File: src/rtl/pixmem_pkg.sv
// Shared types and helpers for the pixel-memory read arbiter.
package pixmem_pkg;

    typedef enum logic [2:0] {
        IDLE  = 3'd0,
        CALC  = 3'd1,
        ISSUE = 3'd2,
        WAIT  = 3'd3,
        RESP  = 3'd4
    } state_t;

    typedef logic [15:0] coord_t;

    localparam int IMG_W_DEF  = 64;
    localparam int IMG_H_DEF  = 64;
    localparam int IMG_C_DEF  = 3;
    localparam int NIB_SEL_DW = 256;

    // Pick the 4-bit pixel at nibble position nib out of a (zero-extended) memory word.
    function automatic logic [3:0] nib_sel(input logic [NIB_SEL_DW-1:0] word,
                                           input logic [5:0]            nib);
        return word[{nib, 2'b00} +: 4];
    endfunction

endpackage

File: src/rtl/pixmem_arbiter_pix_index_calc.sv
// Combinational (x, y, z) -> linear pixel index with bounds check.
module pix_index_calc
    import pixmem_pkg::*;
#(
    parameter int IMG_W = IMG_W_DEF,
    parameter int IMG_H = IMG_H_DEF,
    parameter int IMG_C = IMG_C_DEF
) (
    input  coord_t      x,
    input  coord_t      y,
    input  coord_t      z,
    output logic [31:0] idx,
    output logic        oob
);

    assign idx = (32'(z) * 32'(IMG_H) + 32'(y)) * 32'(IMG_W) + 32'(x);
    assign oob = (32'(x) >= 32'(IMG_W)) | (32'(y) >= 32'(IMG_H)) | (32'(z) >= 32'(IMG_C));

endmodule

File: src/rtl/pixmem_arbiter.sv
// Round-robin arbiter sharing a single-port nibble-packed image memory
// between a CPU pixel port (requester 0) and a filter engine (requester 1).
module pixmem_arbiter
    import pixmem_pkg::*;
#(
    parameter int IMG_W      = IMG_W_DEF,
    parameter int IMG_H      = IMG_H_DEF,
    parameter int IMG_C      = IMG_C_DEF,
    parameter int DATA_WIDTH = 32,
    parameter int ADDR_WIDTH = 16,
    parameter int BASE_ADDR  = 0,
    parameter int TIMEOUT    = 15
) (
    input  logic                  clock,
    input  logic                  rst,
    input  logic [1:0]            req,
    input  coord_t                x0,
    input  coord_t                y0,
    input  coord_t                z0,
    input  coord_t                x1,
    input  coord_t                y1,
    input  coord_t                z1,
    output logic [1:0]            ack,
    output logic [3:0]            p,
    output logic                  err,
    output logic                  csb,
    output logic                  we,
    output logic [ADDR_WIDTH-1:0] addr,
    input  logic [DATA_WIDTH-1:0] data_out,
    input  logic                  data_ready_mem
);

    localparam int PPW     = DATA_WIDTH / 4;
    localparam int LOG_PPW = $clog2(PPW);
    localparam int NIB_W   = (LOG_PPW > 0) ? LOG_PPW : 1;
    localparam int CNT_W   = $clog2(TIMEOUT + 1);

    state_t                  state_q, state_d;
    logic                    grant_q, grant_d;
    logic                    rr_last_q, rr_last_d;
    coord_t                  x_q, x_d, y_q, y_d, z_q, z_d;
    logic [ADDR_WIDTH-1:0]   addr_q, addr_d;
    logic [NIB_W-1:0]        nib_q, nib_d;
    logic                    csb_q, csb_d;
    logic [1:0]              ack_q, ack_d;
    logic [3:0]              p_q, p_d;
    logic                    err_q, err_d;
    logic [CNT_W-1:0]        cnt_q, cnt_d;
    logic [CNT_W-1:0]        cnt_inc_s;
    logic [31:0]             idx_s;
    logic                    oob_s;

    pix_index_calc #(
        .IMG_W (IMG_W),
        .IMG_H (IMG_H),
        .IMG_C (IMG_C)
    ) u_index (
        .x   (x_q),
        .y   (y_q),
        .z   (z_q),
        .idx (idx_s),
        .oob (oob_s)
    );

    assign cnt_inc_s = cnt_q + CNT_W'(1);

    // Next-state and next-output logic for the request/memory handshake.
    always_comb begin
        state_d   = state_q;
        grant_d   = grant_q;
        rr_last_d = rr_last_q;
        x_d       = x_q;
        y_d       = y_q;
        z_d       = z_q;
        addr_d    = addr_q;
        nib_d     = nib_q;
        csb_d     = 1'b1;
        ack_d     = 2'b00;
        p_d       = p_q;
        err_d     = err_q;
        cnt_d     = cnt_q;
        case (state_q)
            IDLE: begin
                if (req != 2'b00) begin
                    // With both requesting, the one not served last wins.
                    if (req == 2'b11) begin
                        grant_d = ~rr_last_q;
                    end else begin
                        grant_d = req[1];
                    end
                    x_d     = grant_d ? x1 : x0;
                    y_d     = grant_d ? y1 : y0;
                    z_d     = grant_d ? z1 : z0;
                    state_d = CALC;
                end else begin
                    state_d = IDLE;
                end
            end
            CALC: begin
                if (oob_s) begin
                    ack_d[grant_q] = 1'b1;
                    p_d            = 4'h0;
                    err_d          = 1'b1;
                    state_d        = RESP;
                end else begin
                    addr_d  = ADDR_WIDTH'(32'(BASE_ADDR) + (idx_s >> LOG_PPW));
                    nib_d   = NIB_W'(idx_s % 32'(PPW));
                    csb_d   = 1'b0;
                    cnt_d   = CNT_W'(0);
                    state_d = ISSUE;
                end
            end
            ISSUE: begin
                state_d = WAIT;
            end
            WAIT: begin
                cnt_d = cnt_inc_s;
                // Data arriving on the final allowed cycle still wins over the timeout.
                if (data_ready_mem) begin
                    ack_d[grant_q] = 1'b1;
                    p_d            = nib_sel(NIB_SEL_DW'(data_out), 6'(nib_q));
                    err_d          = 1'b0;
                    state_d        = RESP;
                end else if (cnt_inc_s == CNT_W'(TIMEOUT)) begin
                    ack_d[grant_q] = 1'b1;
                    p_d            = 4'h0;
                    err_d          = 1'b1;
                    state_d        = RESP;
                end else begin
                    state_d = WAIT;
                end
            end
            RESP: begin
                rr_last_d = grant_q;
                state_d   = IDLE;
            end
            default: begin
                state_d = IDLE;
            end
        endcase
    end

    // State and registered-output flops.
    always_ff @(posedge clock or posedge rst) begin
        if (rst) begin
            state_q   <= IDLE;
            grant_q   <= 1'b0;
            rr_last_q <= 1'b1;
            x_q       <= 16'h0000;
            y_q       <= 16'h0000;
            z_q       <= 16'h0000;
            addr_q    <= '0;
            nib_q     <= '0;
            csb_q     <= 1'b1;
            ack_q     <= 2'b00;
            p_q       <= 4'h0;
            err_q     <= 1'b0;
            cnt_q     <= '0;
        end else begin
            state_q   <= state_d;
            grant_q   <= grant_d;
            rr_last_q <= rr_last_d;
            x_q       <= x_d;
            y_q       <= y_d;
            z_q       <= z_d;
            addr_q    <= addr_d;
            nib_q     <= nib_d;
            csb_q     <= csb_d;
            ack_q     <= ack_d;
            p_q       <= p_d;
            err_q     <= err_d;
            cnt_q     <= cnt_d;
        end
    end

    assign ack  = ack_q;
    assign p    = p_q;
    assign err  = err_q;
    assign csb  = csb_q;
    assign we   = 1'b0;
    assign addr = addr_q;

endmodule

File: config.mk
export PLATFORM = sky130hd
export DESIGN_NAME = pixmem_arbiter
export DESIGN_NICKNAME = d
export VERILOG_FILES = /design/src/rtl/pixmem_pkg.sv /design/src/rtl/pixmem_arbiter_pix_index_calc.sv /design/src/rtl/pixmem_arbiter.sv
export SDC_FILE = /design/constraint.sdc
export NUM_CORES = 1
export LEC_CHECK = 0
export ABC_CLOCK_PERIOD_IN_PS = 7100
export BUFFER_PORTS_ARGS = -buffer_cell sky130_fd_sc_hd__buf_2
export CAP_MARGIN = 10
export CORE_ASPECT_RATIO = 0.6
export CORE_MARGIN = 10
export CORE_UTILIZATION = 30
export DETAILED_ROUTE_END_ITERATION = 16
export GPL_ROUTABILITY_DRIVEN = 1
export HOLD_SLACK_MARGIN = 0.12
export PLACE_DENSITY = 0.6
export SYNTH_ARGS = -nofsm -noshare
export SYNTH_HDL_FRONTEND = slang
export SYNTH_SLANG_ARGS = --single-unit
File: constraint.sdc
create_clock -name clock -period 7.1 [get_ports clock]
set_input_delay 0.71 -clock clock [delete_from_list [all_inputs] [get_ports clock]]
set_output_delay 0.71 -clock clock [all_outputs]
set_load 0.02 [all_outputs]
==> results of run 1 <==
-- per-layer routing --
layer	vias up	GRT usage, %	share of wire [%]
li1	1930	-	-
met1	1891	16.3	46
met2	117	19.8	46
met3	18	4.30	6.9
met4	0	3.78	1.3
met5	-	0	0
-- cell type report --
| class | instances | area (um2) |
|---|---|---|
| sequential | 84 | 2100 |
| tap | 203 | 254 |
| timing repair buffer | 160 | 811 |
| inverter | 11 | 42.5 |
| clock buffer | 13 | 270 |
| clock inverter | 3 | 67.6 |
| multi-input combinational | 335 | 2460 |
| fill | 1509 | 9360 |
-- through the flow --
stage	utilization, %	hold WS, ns	total power (uW)
floorplan	-	0.432	1770
global placement	36.9	0.463	2070
detailed placement	36.9	0.469	2130
CTS	39.1	0.481	2680
global route	39.1	0.510	2900
finish	39.1	0.479	2670
-- state kept, by name, summed over array words and instances (netlist names) --
signal     flops
ack            2
addr          16
cnt_q          4
csb            1
err            1
grant_q        1
nib_q          3
p              4
rr_last_q      1
state_q        3
x_q           16
y_q           16
z_q           16
-- path summary, 6_finish.rpt --
| check | endpoint | depth (start not counted) |
|---|---|---|
| setup reg to reg | addr[14]$_DFFE_PP0P_ | 10 |
| hold reg to reg | ack[0]$_DFF_PP0_ | 1 |
| max in group asynchronous | z_q[10]$_DFFE_PP0P_ | 3 |
| hold / removal | ack[0]$_DFF_PP0_ | 1 |
| min in group asynchronous | addr[4]$_DFFE_PP0P_ | 3 |
| setup / recovery | addr[14]$_DFFE_PP0P_ | 10 |
-- worst reg2reg max path, delay by kind of cell (launching register included) --
kind | cells | cell delay [ns]
xor gates and xnor gates | 2 | 0.33
DFF | 1 | 0.41
AOI/OAI and AO/OA | 3 | 0.39
adders and majority gates | 3 | 1.04
and+or+nand+nor | 2 | 0.47
-- power by group through the flow --
stage / Combinational, uW / Clock (uW) / Sequential [uW]
6_report: 1380 / 521 / 772
5_1_grt: 1550 / 556 / 793
4_1_cts: 1370 / 534 / 772
3_5_place_dp: 1350 / 0 / 779
3_3_place_gp: 1300 / 0 / 771
2_1_floorplan: 1040 / 0 / 732
-- layout by cell type, fill, tap and decap left out, types with 2 or more instances in the layout --
master | netlist | final
buf_4 | 1 | 4
o2bb2ai_1 | 4 | 4
o21ai_0 | 17 | 17
fa_1 | 2 | 2
inv_1 | 11 | 10
and3_1 | 2 | 2
bufinv_16 | 0 | 2
nor2_1 | 59 | 59
mux2_4 | 6 | 6
o211ai_1 | 3 | 3
a31oi_1 | 2 | 2
o31ai_1 | 2 | 2
mux2_2 | 4 | 4
nor3b_1 | 2 | 2
buf_2 | 8 | 156
dfstp_2 | 2 | 2
clkbuf_16 | 0 | 9
nand2_1 | 24 | 24
a21o_1 | 4 | 4
nand3_1 | 6 | 6
nand2b_1 | 4 | 4
mux2i_1 | 52 | 52
a211oi_1 | 4 | 4
xor2_1 | 7 | 7
mux4_2 | 8 | 8
nor2b_1 | 2 | 2
dfrtp_1 | 82 | 82
a21oi_1 | 58 | 58
xnor2_1 | 8 | 8
clkbuf_8 | 0 | 3
ha_1 | 19 | 19
nor4_1 | 9 | 9
o21a_1 | 4 | 4
or3_1 | 2 | 2
-- cells by family after synthesis --
group / after synthesis
AOI/OAI and AO/OA: 110
xor gates and xnor gates: 15
DFF: 84
and+or+nand+nor: 118
buffers and inverters: 35
adders and majority gates: 21
other: 1
muxes: 70
==> results.cfg, run 1 <==
[detailed_routing]
drt-initial-drc-count = 218
vias_per_cell = 4.89
vias = 3956
drt.antenna.violating_nets = 0
drt_wl_total_um = 13600
wl_per_cell_um = 16.9
first_pass_iters = 4
route.detailed.drc = 0

[cts]
cts-root-buf = clkbuf_16
cts_setup_buffers = 0
clk_pin_slew_ns = 0.06
h-tree-depth = 3
clock_path_buffers = 2
clk_latency_ns = 0.34
cts_tree = done
cts_resized = 0
cts_buffers = 9
postCtsHoldBufs = 0
cts_sinks = 84

[synthesis]
ys_types = 55
synth_adder_area_share_pct = 5.91
synth_xor_area_share_pct = 2.79
yosys-top-cells-count = 82 x dfrtp_1, 59 x nor2_1, 58 x a21oi_1
synth-edff-count = 0
yosysTopAreaCellShare_pct = 43.6
synth_top_cell_by_area = dfrtp_1
ys_top_cells_by_area = dfrtp_1 44%, mux2i_1 11%, a21oi_1 6.2%
syn_nets = 608
synthesis.area_um2 = 4700
avgSynthCellArea_um2 = 10.4
synth_compound_gate_area_share_pct = 13.9
yosys_warnings = 0
synthCells = 454
ys_seq_area_share_pct = 44.8
yosys_most_used_dff = dfrtp_1
async_reset_ff_share_pct = 100
yosysMostFrequentCell = dfrtp_1
ys_ff_latch = 84
synth_top_family_by_area = multiplexers
muxShareOfSynthArea_pct = 17.8
synthSimpleGateAreaFrac_pct = 11.5

[layout]
fin_cells = 809
area_delta_synth_final_pct = 27.9
final_nets = 755
antenna_cells = 0
drive_gt1_share_pct = 33.3
finalInstanceArea_um2 = 6010

[worst_setup_path]
worst-path-buf-inv = 0
cp_top_family = adder cells
critPathSlowestCell = fa_1
max_stage_delay_ns = 0.42
cp-startpoint = z_q[0]$_DFFE_PP0P_
critPathKind = reg -> reg
cp_max_fo = 6
critPathLaunchType = flip-flop
ff2ff_setup_slack_ns = 4.32
rr_startpoint = z_q[0]$_DFFE_PP0P_
crit_chain = ha_1 > fa_1 > xor2_1 > ha_1 > nand3_1 > o211ai_1 > or3_1 > o221ai_1 > xor2_1 > o21ai_0
critPathCaptureType = flip-flop
cp.required_ns = 7.29
critical_path_arrival_ns = 2.96

[timing]
period_needed_ns = 2.78
setup_viol = 0
fin_setup_tns_ns = 0
layout_setup_ws_ns = 4.32
rsz0062_at_grt = false
timing.fmax_ghz = 0.360
tightest_slew_ns = 1.06
hold_violations = 0
finalCritPeriodShare_pct = 39.1
clock_skew_ns = 0.00692
maxSlewHeadroom_pct = 29.2
finalMaxSlewViolations = 0

[floorplanning]
dieArea_um2 = 21200
pin_count = 158
fp.dieW_um = 182
core-area_um2 = 15400
initial_core_util_pct = 30.6
core.rowCount = 35
dieHeight_um = 117

[place]
io_buffers = 156
dp_cells = 793
place.gp.congestion = 0.869
place_area_um2 = 5680
pre_cts_slack_ns = 4.36
dp_hpwl_um = 10800

[pwr]
leakagePower_uw = 0.00287
pwr-share-comb_pct = 51.6
power.internal_uw = 1560
peakVddDrop_uv = 213
sw_frac_of_total_pct = 41.4
p_seq_share_pct = 28.9
p_sw_uw = 1110
p_clk_share_pct = 19.5
p_per_area_nw_per_um2 = 444

[global_route]
grt_max_degree = 85
grt-ovfl-total = 0
first_global_vias = 4222
antenna_found_initial = 0
grt_pass1_wl_um = 21600
groute.usage.overall_pct = 12.6

[flow_run]
drv_cap = 0

[worst_hold_path]
hold_path_class = reg -> reg
hp-start = grant_q$_DFFE_PP0P_

[status]
status = completed
(Power assumes the default switching activity.)
==> run 2, diff against run 1 <==
--- a/config.mk
+++ b/config.mk
@@ -5,7 +5,7 @@
 export SDC_FILE = /design/constraint.sdc
 export NUM_CORES = 1
 export LEC_CHECK = 0
-export ABC_CLOCK_PERIOD_IN_PS = 7100
+export ABC_CLOCK_PERIOD_IN_PS = 2310
 export BUFFER_PORTS_ARGS = -buffer_cell sky130_fd_sc_hd__buf_2
 export CAP_MARGIN = 10
 export CORE_ASPECT_RATIO = 0.6
@@ -14,7 +14,7 @@
 export DETAILED_ROUTE_END_ITERATION = 16
 export GPL_ROUTABILITY_DRIVEN = 1
 export HOLD_SLACK_MARGIN = 0.12
-export PLACE_DENSITY = 0.6
+export PLACE_DENSITY = 0.62
 export SYNTH_ARGS = -nofsm -noshare
 export SYNTH_HDL_FRONTEND = slang
 export SYNTH_SLANG_ARGS = --single-unit
==> constraint.sdc (replaced) <==
create_clock -name clock -period 2.31 [get_ports clock]
set_input_delay 0.231 -clock clock [delete_from_list [all_inputs] [get_ports clock]]
set_output_delay 0.231 -clock clock [all_outputs]
set_load 0.02 [all_outputs]
==> run 2 against run 1 <==
The flow now finishes with violations (negative setup slack). Sequential share of layout area down 2.1 points. Global-route usage up 0.58 points. Sequential cell count unchanged. Fmax up 6.0%. Sequential power rose to 3.1 times the previous value. First-iteration DRC count up 18%. Combinational power rose to 4.1 times the previous value. Setup slack worse by 4.6 ns. Cell count up 3.5%. Power rose to 3.6 times the previous value. Clock power rose to 2.8 times the previous value. Largest cell class unchanged.
==> results.cfg, run 2 (synthesis results as in run 1) <==
[worst_setup_path]
crit_chain = ha_2 > fa_2 > xor2_1 > ha_2 > nand3_1 > o211ai_1 > or3_1 > o221ai_2 > xor2_1 > o21ai_1
cp_max_fo = 5
path_depth = 10
critPathKind = reg -> reg
critPathSlowestCell = dfrtp_1
cp-startpoint = z_q[0]$_DFFE_PP0P_
critPathLaunchType = flip-flop
worst-path-buf-inv = 0
reg2reg_to = addr[14]$_DFFE_PP0P_
rr_startpoint = z_q[0]$_DFFE_PP0P_
critPathCaptureType = flip-flop
cp_top_family = adder cells
ff2ff_setup_slack_ns = -0.31
reg2regPathDepth = 10
crit_end = addr[14]$_DFFE_PP0P_
cp.required_ns = 2.53
critical_path_arrival_ns = 2.84
max_stage_delay_ns = 0.38

[status]
violations = negative setup slack
status = finished, violations left

[pwr]
p_per_area_nw_per_um2 = 1500
peakVddDrop_uv = 807
power.total_uw = 9570
leakagePower_uw = 0.00303

[timing]
layout_setup_ws_ns = -0.312
holdWs_ns = 0.188
period_needed_ns = 2.62
fin_setup_tns_ns = -0.611
hold_violations = 0
setup_viol = 4
clock_skew_ns = 0.00830
finalMaxSlewViolations = 0
rsz0062_at_grt = true
tightest_slew_ns = 0.525
maxSlewHeadroom_pct = 64.7
timing.fmax_ghz = 0.381
finalCritPeriodShare_pct = 113

[global_route]
grt_pass1_wl_um = 22700
grt-ovfl-total = 0
grt_max_degree = 63
antenna_found_initial = 0
groute.usage.overall_pct = 13.2
first_global_vias = 4372

[cts]
cts_tree = done
cts-root-buf = clkbuf_16
cts_sinks = 84
clk_pin_slew_ns = 0.07
cts_buffers = 9
clock_path_buffers = 2
clk_latency_ns = 0.34
h-tree-depth = 3

[layout]
final_cell_mix = 156 x buf_2, 82 x dfrtp_1, 59 x nor2_1
drive_gt1_share_pct = 39.4
final_common_cell = buf_2
area_delta_synth_final_pct = 35.9
final_nets = 783
antenna_cells = 0
post-route-util_pct = 41.6

[place]
dp_hpwl_um = 11200
place.gp.congestion = 0.870
io_buffers = 156

[floorplanning]
initial_core_util_pct = 30.6
dieHeight_um = 117
core-area_um2 = 15400
dieArea_um2 = 21200
core.rowCount = 35
pin_count = 158
fp.dieW_um = 182

[detailed_routing]
drt.antenna.violating_nets = 0
first_pass_iters = 4
route.detailed.drc = 0
drt_wl_total_um = 14300
drt-initial-drc-count = 257
wl_per_cell_um = 17.1
vias_per_cell = 4.76
vias = 3986

[flow_run]
drv_cap = 0

[worst_hold_path]
hold_path_class = in -> reg
## run 2: per-stage QoR
| stage | worst slack (ns) | cells | cell area [um2] |
|---|---|---|---|
| 6_report | -0.312 | 837 | 6390 |
| 5_1_grt | -0.368 | 837 | 6390 |
| 4_1_cts | -0.238 | 835 | 6300 |
| 3_5_place_dp | -0.274 | 813 | 5880 |
| 3_3_place_gp | -0.184 | 813 | 5880 |
| 2_1_floorplan | -0.117 | 454 | 4720 |
## run 2: area by class of cell
cell class	count	area (um2)
well taps	203	254
clock inverters	4	47.5
fillers	1471	8980
clock buffers	12	256
multi-input cells	335	2620
repair buffers	188	1060
flip-flops and latches	84	2100
inverters	11	45.0
## run 2: worst min-delay path by stage
stage | startpoint | end | cells past startpoint
floorplan | grant_q$_DFFE_PP0P_ | ack[0]$_DFF_PP0_ | 1
global placement | rst | addr[11]$_DFFE_PP0P_ | 2
detailed placement | rst | addr[10]$_DFFE_PP0P_ | 2
CTS | y0[10] | y_q[10]$_DFFE_PP0P_ | 3
global route | y0[9] | y_q[9]$_DFFE_PP0P_ | 3
finish | y0[10] | y_q[10]$_DFFE_PP0P_ | 3
## run 2: report_power, final
part	internal [uW]	switching [uW]
Sequential	1950	429
Combinational	2790	2910
Clock	894	590
## run 2: metal layers
metal	GRT usage, %	up-vias	wire length [um]
li1	-	1981	-
met1	17.6	1881	6930
met2	20.5	115	6330
met3	4.64	9	937
met4	2.37	0	100
met5	0	-	0
## run 2: worst reg2reg max path, delay by kind of cell (launching register included)
kind,cells,cell delay [ns]
xor gates and xnor gates,2,0.38
adders and majority gates,3,0.90
DFF,1,0.38
AOI/OAI and AO/OA,3,0.38
and+or+nand+nor,2,0.47
## run 2: timing repair
item / CTS / global route
hold buffers: 1 / 0
gates resized for setup: 14 / 13
cloned: 0 / 0
setup endpoints to repair: 5 / 27
buffers inserted: 5 / 3
hold endpoints to repair: 19 / 0
pin swaps: 6 / 11
==> run 3, diff against run 2 <==
--- a/config.mk
+++ b/config.mk
@@ -11,10 +11,12 @@
 export CORE_ASPECT_RATIO = 0.6
 export CORE_MARGIN = 10
 export CORE_UTILIZATION = 30
+export CTS_BUF_LIST = sky130_fd_sc_hd__clkbuf_4 sky130_fd_sc_hd__clkbuf_8 sky130_fd_sc_hd__clkbuf_16
 export DETAILED_ROUTE_END_ITERATION = 16
 export GPL_ROUTABILITY_DRIVEN = 1
 export HOLD_SLACK_MARGIN = 0.12
 export PLACE_DENSITY = 0.62
+export SKIP_CTS_REPAIR_TIMING = 1
 export SYNTH_ARGS = -nofsm -noshare
 export SYNTH_HDL_FRONTEND = slang
 export SYNTH_SLANG_ARGS = --single-unit
==> run 3 against run 2 <==
Design area down 0.94%. Wire length down 0.59%. Non-clock buffer count down 3. Cell count down 0.36%. Register-to-register slack better by 0.03 ns. Sequential cell count unchanged. The flow still finishes with violations (negative setup slack). Fmax up 0.99%. Critical path depth unchanged. Clock power about the same. Combinational power down 5.1%. Utilization down 0.39 points. Largest cell class unchanged. Power down 3.0%.
==> results.cfg, run 3 (synthesis results as in run 1) <==
[timing]
fin_setup_tns_ns = -0.715
rsz0062_at_grt = true
maxSlewHeadroom_pct = 64.7
layout_setup_ws_ns = -0.286
finalMaxSlewViolations = 0
setup_viol = 4
hold_violations = 0
holdWs_ns = 0.189
timing.fmax_ghz = 0.385
finalCritPeriodShare_pct = 112
tightest_slew_ns = 0.528
period_needed_ns = 2.60
clock_skew_ns = 0.00706

[global_route]
grt_pass1_wl_um = 22400
first_global_vias = 4336
antenna_found_initial = 0
grt_max_degree = 63
grt-ovfl-total = 0
groute.usage.overall_pct = 13.0

[detailed_routing]
route.detailed.drc = 0
first_pass_iters = 4
vias_per_cell = 4.78
drt.antenna.violating_nets = 0
drt_wl_total_um = 14200
wl_per_cell_um = 17.0
top_layer_used = met4
wl_met1_um = 6860
wl_met3_um = 967
routed-wl-met2_um = 6250
drt-initial-drc-count = 261
vias = 3985

[cts]
cts_buffers = 9
clk_latency_ns = 0.34
clock_path_buffers = 2
cts_sinks = 84
cts_tree = done
cts-root-buf = clkbuf_16
h-tree-depth = 3
clk_pin_slew_ns = 0.07

[worst_setup_path]
cp-startpoint = z_q[0]$_DFFE_PP0P_
cp_max_fo = 5
max_stage_delay_ns = 0.38
path_common_cell = xor2_1
critical_path_arrival_ns = 2.82
rr_startpoint = z_q[0]$_DFFE_PP0P_
cp.required_ns = 2.53
critPathSlowestCell = dfrtp_1
crit_chain = ha_2 > fa_2 > xor2_1 > ha_1 > nand3_2 > o211ai_1 > or3_1 > o221ai_2 > xor2_1 > o21ai_1
critPathCaptureType = flip-flop
critPathLaunchType = flip-flop
critPathKind = reg -> reg

[place]
dp_cells = 813
dp_hpwl_um = 11200
io_buffers = 156
place.gp.congestion = 0.870
place_area_um2 = 5880

[layout]
post-route-util_pct = 41.2
antenna_cells = 0
nFillCells = 1482
drive_gt1_share_pct = 38.7
finalInstanceArea_um2 = 6330
area_delta_synth_final_pct = 34.6
final_cell_mix = 156 x buf_2, 82 x dfrtp_1, 58 x nor2_1
final_nets = 780
final_common_cell = buf_2
fin_cells = 834

[floorplanning]
fp.dieW_um = 182
core.rowCount = 35
dieArea_um2 = 21200
core-area_um2 = 15400
pin_count = 158
dieHeight_um = 117
initial_core_util_pct = 30.6

[flow_run]
drv_cap = 0

[status]
violations = negative setup slack
status = finished, violations left

[pwr]
peakVddDrop_uv = 832
leakagePower_uw = 0.00301
p_per_area_nw_per_um2 = 1470

[worst_hold_path]
hp-start = y0[10]
hold_path_class = in -> reg
==> run 3: power breakdown <==
part / switching (uW) / leakage [uW] / internal [uW] / total [uW]
logic: 2800 / 0.00185 / 2610 / 5410
clock network: 589 / 0.000152 / 905 / 1490
registers: 419 / 0.00101 / 1950 / 2370
==> run 3: layout make-up <==
| cell class | instances | area (um2) | area share, % |
|---|---|---|---|
| Clock inverter | 4 | 47.5 | 0.751 |
| Sequential cell | 84 | 2100 | 33.2 |
| Timing Repair Buffer | 185 | 1050 | 16.5 |
| Multi-Input combinational cell | 335 | 2570 | 40.7 |
| Tap cell | 203 | 254 | 4.01 |
| Inverter | 11 | 45.0 | 0.711 |
| Clock buffer | 12 | 260 | 4.11 |
==> run 3: stage by stage <==
step	power [uW]	setup WS (ns)
2_1_floorplan	5500	-0.117
3_3_place_gp	6880	-0.184
3_5_place_dp	7100	-0.274
4_1_cts	8640	-0.311
5_1_grt	10000	-0.365
6_report	9280	-0.286
==> run 3: worst paths after layout <==
path | endpoint | cells after the start | slack [ns]
setup / recovery | addr[14]$_DFFE_PP0P_ | 10 | -0.29
hold / removal | y_q[10]$_DFFE_PP0P_ | 3 | 0.19
setup reg to reg | addr[14]$_DFFE_PP0P_ | 10 | -0.29
hold reg to reg | addr[9]$_DFFE_PP0P_ | 2 | 0.47
max in group asynchronous | rr_last_q$_DFFE_PP1N_ | 4 | 1.17
min in group asynchronous | addr[12]$_DFFE_PP0P_ | 3 | 0.48
==> run 3: layer usage <==
layer | up-vias | track usage (%)
li1 | 1968 | -
met1 | 1872 | 17.5
met2 | 128 | 20.0
met4 | 0 | 2.54
met5 | - | 0
met3 | 17 | 4.61
==> run 3: critical path: cells and delay by family, from the launching register on <==
family	cells	cell delay, ns
flip-flops	1	0.38
AO/OA/AOI/OAI	3	0.35
XOR/XNOR	2	0.35
AND/OR/NAND/NOR	2	0.47
adder cells (fa/ha/maj)	3	0.93
